**config.mk**
```make
export PLATFORM = sky130hd
export DESIGN_NAME = wb_queue
export DESIGN_NICKNAME = d
export VERILOG_FILES = /design/src/rtl/wb_queue.sv
export SDC_FILE = /design/constraint.sdc
export NUM_CORES = 1
export LEC_CHECK = 0
export CORE_ASPECT_RATIO = 0.75
export CORE_MARGIN = 10
export CORE_UTILIZATION = 55
export CTS_CLUSTER_DIAMETER = 30
export DETAILED_ROUTE_END_ITERATION = 8
export DONT_BUFFER_PORTS = 1
export PLACE_DENSITY = 0.71
export SETUP_SLACK_MARGIN = 0.15
export SLEW_MARGIN = 15
export SYNTH_ARGS = -nofsm -noshare
export SYNTH_HDL_FRONTEND = slang
export SYNTH_SLANG_ARGS = --single-unit
```
**constraint.sdc**
```tcl
create_clock -name clk -period 6.5 [get_ports clk]
set_clock_uncertainty 0.05 [all_clocks]
set_input_delay 0.975 -clock clk [delete_from_list [all_inputs] [get_ports clk]]
set_output_delay 0.975 -clock clk [all_outputs]
set_load 0.01 [all_outputs]
```
**src/rtl/wb_queue.sv**
```systemverilog
// rtl/wb_queue.sv - in-order pending register-write queue with newest-match bypass lookup.
// Writes to index 0 complete the handshake but are never stored.
module wb_queue #(
    parameter int ADDR_WIDTH = 5,
    parameter int DATA_WIDTH = 32,
    parameter int DEPTH      = 4
) (
    input  logic                     clk,
    input  logic                     rst,
    input  logic                     in_valid,
    output logic                     in_ready,
    input  logic [ADDR_WIDTH-1:0]    in_addr,
    input  logic [DATA_WIDTH-1:0]    in_data,
    input  logic                     stall,
    output logic                     rf_wen,
    output logic [ADDR_WIDTH-1:0]    rf_waddr,
    output logic [DATA_WIDTH-1:0]    rf_wdata,
    input  logic [ADDR_WIDTH-1:0]    byp_addr,
    output logic                     byp_hit,
    output logic [DATA_WIDTH-1:0]    byp_data,
    output logic [$clog2(DEPTH):0]   count
);

    localparam int PTR_W = $clog2(DEPTH);
    localparam int CNT_W = PTR_W + 1;

    logic [PTR_W-1:0]      head_q, head_d;
    logic [PTR_W-1:0]      tail_q, tail_d;
    logic [CNT_W-1:0]      count_q, count_d;
    logic [ADDR_WIDTH-1:0] addr_q [DEPTH];
    logic [ADDR_WIDTH-1:0] addr_d [DEPTH];
    logic [DATA_WIDTH-1:0] data_q [DEPTH];
    logic [DATA_WIDTH-1:0] data_d [DEPTH];
    logic                  push;
    logic                  pop;

    assign count    = count_q;
    assign in_ready = !rst && (count_q < CNT_W'(DEPTH));
    assign rf_wen   = !rst && (count_q != '0) && !stall;
    assign rf_waddr = (count_q != '0) ? addr_q[head_q] : '0;
    assign rf_wdata = (count_q != '0) ? data_q[head_q] : '0;
    assign push     = in_valid && in_ready && (in_addr != '0);
    assign pop      = rf_wen;

    always_comb begin
        head_d  = head_q;
        tail_d  = tail_q;
        count_d = count_q;
        addr_d  = addr_q;
        data_d  = data_q;
        if (push) begin
            addr_d[tail_q] = in_addr;
            data_d[tail_q] = in_data;
            tail_d         = tail_q + PTR_W'(1);
        end
        if (pop) begin
            head_d = head_q + PTR_W'(1);
        end
        case ({push, pop})
            2'b10:   count_d = count_q + CNT_W'(1);
            2'b01:   count_d = count_q - CNT_W'(1);
            default: count_d = count_q;
        endcase
    end

    // Walk oldest to newest so a later match overrides an earlier one.
    always_comb begin
        byp_hit  = 1'b0;
        byp_data = '0;
        if (byp_addr != '0) begin
            for (int i = 0; i < DEPTH; i++) begin
                if ((CNT_W'(i) < count_q) && (addr_q[head_q + PTR_W'(i)] == byp_addr)) begin
                    byp_hit  = 1'b1;
                    byp_data = data_q[head_q + PTR_W'(i)];
                end
            end
        end
    end

    always_ff @(posedge clk) begin
        if (rst) begin
            head_q  <= '0;
            tail_q  <= '0;
            count_q <= '0;
        end else begin
            head_q  <= head_d;
            tail_q  <= tail_d;
            count_q <= count_d;
        end
    end

    always_ff @(posedge clk) begin
        addr_q <= addr_d;
        data_q <= data_d;
    end

endmodule
```
# Yosys cells after proc, flatten, opt, wreduce, memory -nomap -nowiden
# Cells that the tools add are included.
# classes
addsub	6
n_lt_le_gt_ge	11
n_eq_ne	6
n_mux	43
bitwise	5
n_reduce_logical	16
# ops
op	count
$mux 32	15
$bmux 32 s2	4
$bwmux 128	1
$demux 32 s2	1
$mux 5	10
$bmux 5 s2	4
$bwmux 20	1
$eq 5x5->1	4
$ge 3x3->1 const B	5
$not 2->3	5
$demux 5 s2	1
$logic_and 1x1->1	10
$reduce_bool 5->1	2
$lt 1x3->1 const A	2
$lt 2x3->1 const A	2
$pmux 3 s2	1
$mux 1	5
$add 2x1->2 const B	2
$add 2x2->2 const B	2
$add 3x1->3 const B	1
$lt 3x1->1 const B	1
$lt 3x3->1 const B	1
$reduce_bool 3->1	1
$sub 3x1->3 const B	1
4 further kinds	5
# word_totals
register_bits	155
inputBits	46

# Logic depth before layout (Yosys ltp)
# depth
word_depth	11
depth_mapped	11
ltp_nobuf	8

# Worst setup path before layout
# OpenSTA, ideal clock, no wires.
# synth_path
path_kind	input-to-output
from	input byp_addr[1]
to	output byp_data[10]
t_arrival_ns	2.992
path_slack_ns	2.483
cell_stages	9
n_path_buf	3
cell_sequence	clkbuf_1 nor2b_1 mux2i_1 a2111oi_4 and2_1 buf_2 buf_4 a22oi_1 a2111oi_1
# synth_between
elab_chain_cells	7
elab_cells_between_ends	14
# synth_lines
element	line_no	source
start, declared	18	input logic [ADDR_WIDTH-1:0] byp_addr,
$eq 5x5->1	72	if ((CNT_W'(i) < count_q) && (addr_q[head_q + PTR_W'(i)] == byp_addr)) begin
$logic_and 1x1->1	72	
$mux 32 (4 in series)	72	
$mux 32 *	70	if (byp_addr != '0) begin
end, declared	20	output logic [DATA_WIDTH-1:0] byp_data,
# Every way passes the cells marked *; elsewhere a longest branch is shown, timed or not.

# Worst setup path in the final report
# layout_path
from	register head_q[0]
to	output byp_data[8]
# layout_between
elab_chain_cells	11
elab_cells_between_ends	44
# layout_lines
element	line_no	source
start, declared	27	logic [PTR_W-1:0] head_q, head_d;
start signal, assigned	82	head_q <= '0;
start signal, assigned	86	head_q <= head_d;
$add 2x1->2 or $not 2->3 (tied branches)	72, 74	
$not 2->3 (implied by the code) or $bmux 5 s2 (tied branches)	72, 74	
$bmux 5 s2 or $mux 5 (tied branches)	72	
$mux 5 (implied by the code)	72	
$mux 5 (implied by the code) or $eq 5x5->1 (tied branches)	72	
$eq 5x5->1 or $logic_and 1x1->1 (tied branches)	72	
$logic_and 1x1->1 or $mux 32 (tied branches)	72	
$mux 32 (2 in series)	72	
$mux 32 *	72	
$mux 32 *	70	
# Every way passes the cells marked *; elsewhere a longest branch is shown, timed or not. The select of a mux whose other input is x is not followed.

==> impl_metrics.py <==
metrics = {
    "die": {
        "die_x_um": 176.0,
        "num_io_pins": 121,
        "core-area_mm2": 0.01776,
        "die_h_um": 137.0,
        "dieArea_mm2": 0.02412,
        "rows": 42,
        "start_util_pct": 56.55,
    },
    "clock_tree": {
        "clockBufferDepth": 2,
        "cts_hold_buffers": 0,
        "clk_pin_slew_ps": 70,
        "cts-root-buf": "clkbuf_16",
        "cts_tree": "yes",
        "post_cts.repair.setup_buffers": 0,
        "htreeDepth": 4,
        "cts_sinks": 155,
        "cts_buffers": 17,
        "ctsResizeCount": 0,
        "clk_latency_ps": 430,
    },
    "cells_and_area": {
        "layout.area.seq_mm2": 0.004592,
        "multi_input_area_mm2": 0.005176,
        "fillers": 1356,
        "area_delta_synth_final_pct": 7.723,
        "drive_above_1_share_pct": 31.85,
        "layout.nets": 715,
        "final_cells": 914,
        "antenna_cells": 0,
    },
    "timing": {
        "tightest_slew_ps": 1135,
        "drv_slew": 0,
        "rsz0062_at_grt": "false",
        "setup_slack_ps": 958.5,
        "layout_min_cycle_time_ps": 5541,
        "post-route-period-util_pct": 85.25,
        "setup_viol_count_final": 0,
        "timing.hold.ws_ps": 510.1,
        "slew_headroom_pct": 24.15,
        "fmax_ghz": 0.1805,
        "fin_setup_tns_ps": 0,
        "hold_viol": 0,
    },
    "placement": {
        "dp_cells": 883,
        "place_ws_ps": 1422,
        "routabilityCongestion": 0.8064,
        "port_buffers": 0,
        "dp_hpwl_um": 15440,
    },
    "critical_path": {
        "timing.rr.start": "count[1]",
        "required_ps": 5470,
        "reg2reg_to": "count[2]",
        "worst-setup-path-type": "flop to primary output",
        "crit_path_end": "byp_data[8]",
        "crit_path_start": "head_q[0]",
        "worstRegToRegCells": 7,
        "setup.worst_path.start_class": "flop",
        "r2r_slack_ps": 3390,
        "cp.arrival_ps": 4520,
        "crit_fanout": 44,
        "cp-end-kind": "primary output",
    },
    "global_route": {
        "overflow": 0,
        "top_usage_layer": "met2",
        "antenna_found_initial": 0,
        "grt_pass1_vias": 6307,
        "grt_pass1_wl_um": 37560,
        "grt_use_met1_pct": 24.62,
        "grt_util_met2_pct": 34.66,
        "grt_max_degree": 68,
        "grtUsageTotal_pct": 20.45,
        "use_met3_pct": 6.938,
    },
    "power": {
        "p_int_mw": 1.996,
        "powerDensity_mw_per_mm2": 249.9,
        "vdd.ir_drop.worst_v": 0.0002155,
        "p_sw_share_pct": 26.19,
        "power_leakage_nw": 3.124,
        "switchingPower_mw": 0.7081,
        "combPwrFrac_pct": 18.1,
        "clockPowerShare_pct": 38.6,
        "pwr-share-seq_pct": 43.3,
    },
    "drt": {
        "drt-wirelength-per-cell_um": 26.90,
        "vias_per_cell": 7.025,
        "postRouteAntennaNets": 0,
        "dr.first_iter.drc_count": 552,
        "drc_errors": 0,
        "wl_um": 24590,
        "drtPass1Iterations": 5,
        "vias": 6421,
    },
    "synth": {
        "synth_seq_cells": 155,
        "yosysWarnings": 0,
        "ys_seq_area_share_pct": 45.64,
        "syn_avg_cell_area_um2": 14.43,
        "netlist_instances": 696,
        "synth_area_mm2": 0.01004,
        "synthArstFlopShare_pct": 0,
        "ys_types": 39,
        "ys.flop_type": "edfxtp_1",
        "syn-num-nets": 751,
        "synth_common_cells": "148 x edfxtp_1, 115 x mux4_2, 56 x nor2_1",
        "yosysMostFrequentCell": "edfxtp_1",
        "yosysTopAreaCellShare_pct": 44.25,
        "synth_edf_count": 148,
        "ys_top_cells_by_area": "edfxtp_1 44%, mux4_2 26%, mux2i_1 2.7%",
        "synth_area_leader_cell": "edfxtp_1",
    },
    "run_status": {
        "status": "completed",
    },
    "hold_path": {
        "hp-class": "flop to flop",
    },
    "job": {
        "cap_viol_max_count": 0,
    },
}
## per-stage QoR
stage / area [um^2] / power, mW / util (%)
after global routing: 10820 / 2.814 / 60.92
after global placement: 10200 / 1.669 / 57.42
after detailed placement: 10200 / 1.682 / 57.42
after floorplan: 10040 / 1.595 / -
after CTS: 10820 / 2.723 / 60.92
final: 10820 / 2.704 / 60.92
## worst max-delay path, cell delays in order (launching register included)
cell and delay [ps]:
dfxtp_4 770, buf_4 630, mux4_2 420, xnor2_1 140
and2_1 200, o2111a_2 560, a21oi_4 230, buf_4 310
a2111oi_1 790
## routing by layer
layer / wire [um] / up-vias
li1: - / 2779
met1: 9296 / 3299
met2: 12420 / 309
met3: 2578 / 34
met4: 300 / 0
met5: 0 / -
## cell usage in the layout, fill, tap and decap left out, drive strengths merged, types with 18 or more instances in the layout
cell type / count
edfxtp: 148
a2111oi: 30
a22oi: 31
nor2b: 39
nand2: 19
a21oi: 19
mux4: 115
nor3: 22
a211oi: 19
clkbuf: 18
mux2i: 27
nor2: 56
## power groups by stage
| stage | clock [mW] | sequential [mW] | combinational [mW] |
|---|---|---|---|
| 2_1_floorplan | 0 | 1.16 | 0.434 |
| 3_3_place_gp | 0 | 1.19 | 0.483 |
| 3_5_place_dp | 0 | 1.19 | 0.492 |
| 4_1_cts | 1.06 | 1.17 | 0.495 |
| 5_1_grt | 1.11 | 1.17 | 0.530 |
| 6_report | 1.04 | 1.17 | 0.490 |
## registers in the layout (all words and copies together), names as in the netlist
register and count:
data_q 128, count 3, tail_q 2, addr_q 20, head_q 2
## area by class of cell
class                      instances  area share (%)
multi-input combinational        466           47.84
sequential                       155           42.44
clock buffer                      18           3.966
tap                              242           2.798
clock inverter                    13           1.781
timing repair buffer              14          0.9713
inverter                           6          0.2081
## worst min path at each step
| stage | cells past startpoint | endpoint | from | slack [ps] |
|---|---|---|---|---|
| 6_report | 2 | tail_q[1] | tail_q[1] | 510 |
| 3_5_place_dp | 2 | tail_q[1] | tail_q[1] | 500 |
| 5_1_grt | 2 | tail_q[1] | tail_q[1] | 530 |
| 2_1_floorplan | 2 | tail_q[1] | tail_q[1] | 460 |
| 4_1_cts | 2 | tail_q[1] | tail_q[1] | 510 |
| 3_3_place_gp | 2 | tail_q[1] | tail_q[1] | 480 |
## logic make-up (layout without fill, tap and decap cells)
kind of cell             after synthesis  count (layout)  share of synthesized area (%)
AND/OR/NAND/NOR                      163             163                          8.172
multiplexers                         156             156                          30.04
flip-flops                           155             155                          45.64
AO/OA/AOI/OAI                        114             114                          9.492
buffers and inverters                 75              51                          3.438
XOR/XNOR                              24              24                          2.093
adder cells (fa/ha/maj)                9               9                          1.121
Power figures use the tool's default switching activity.
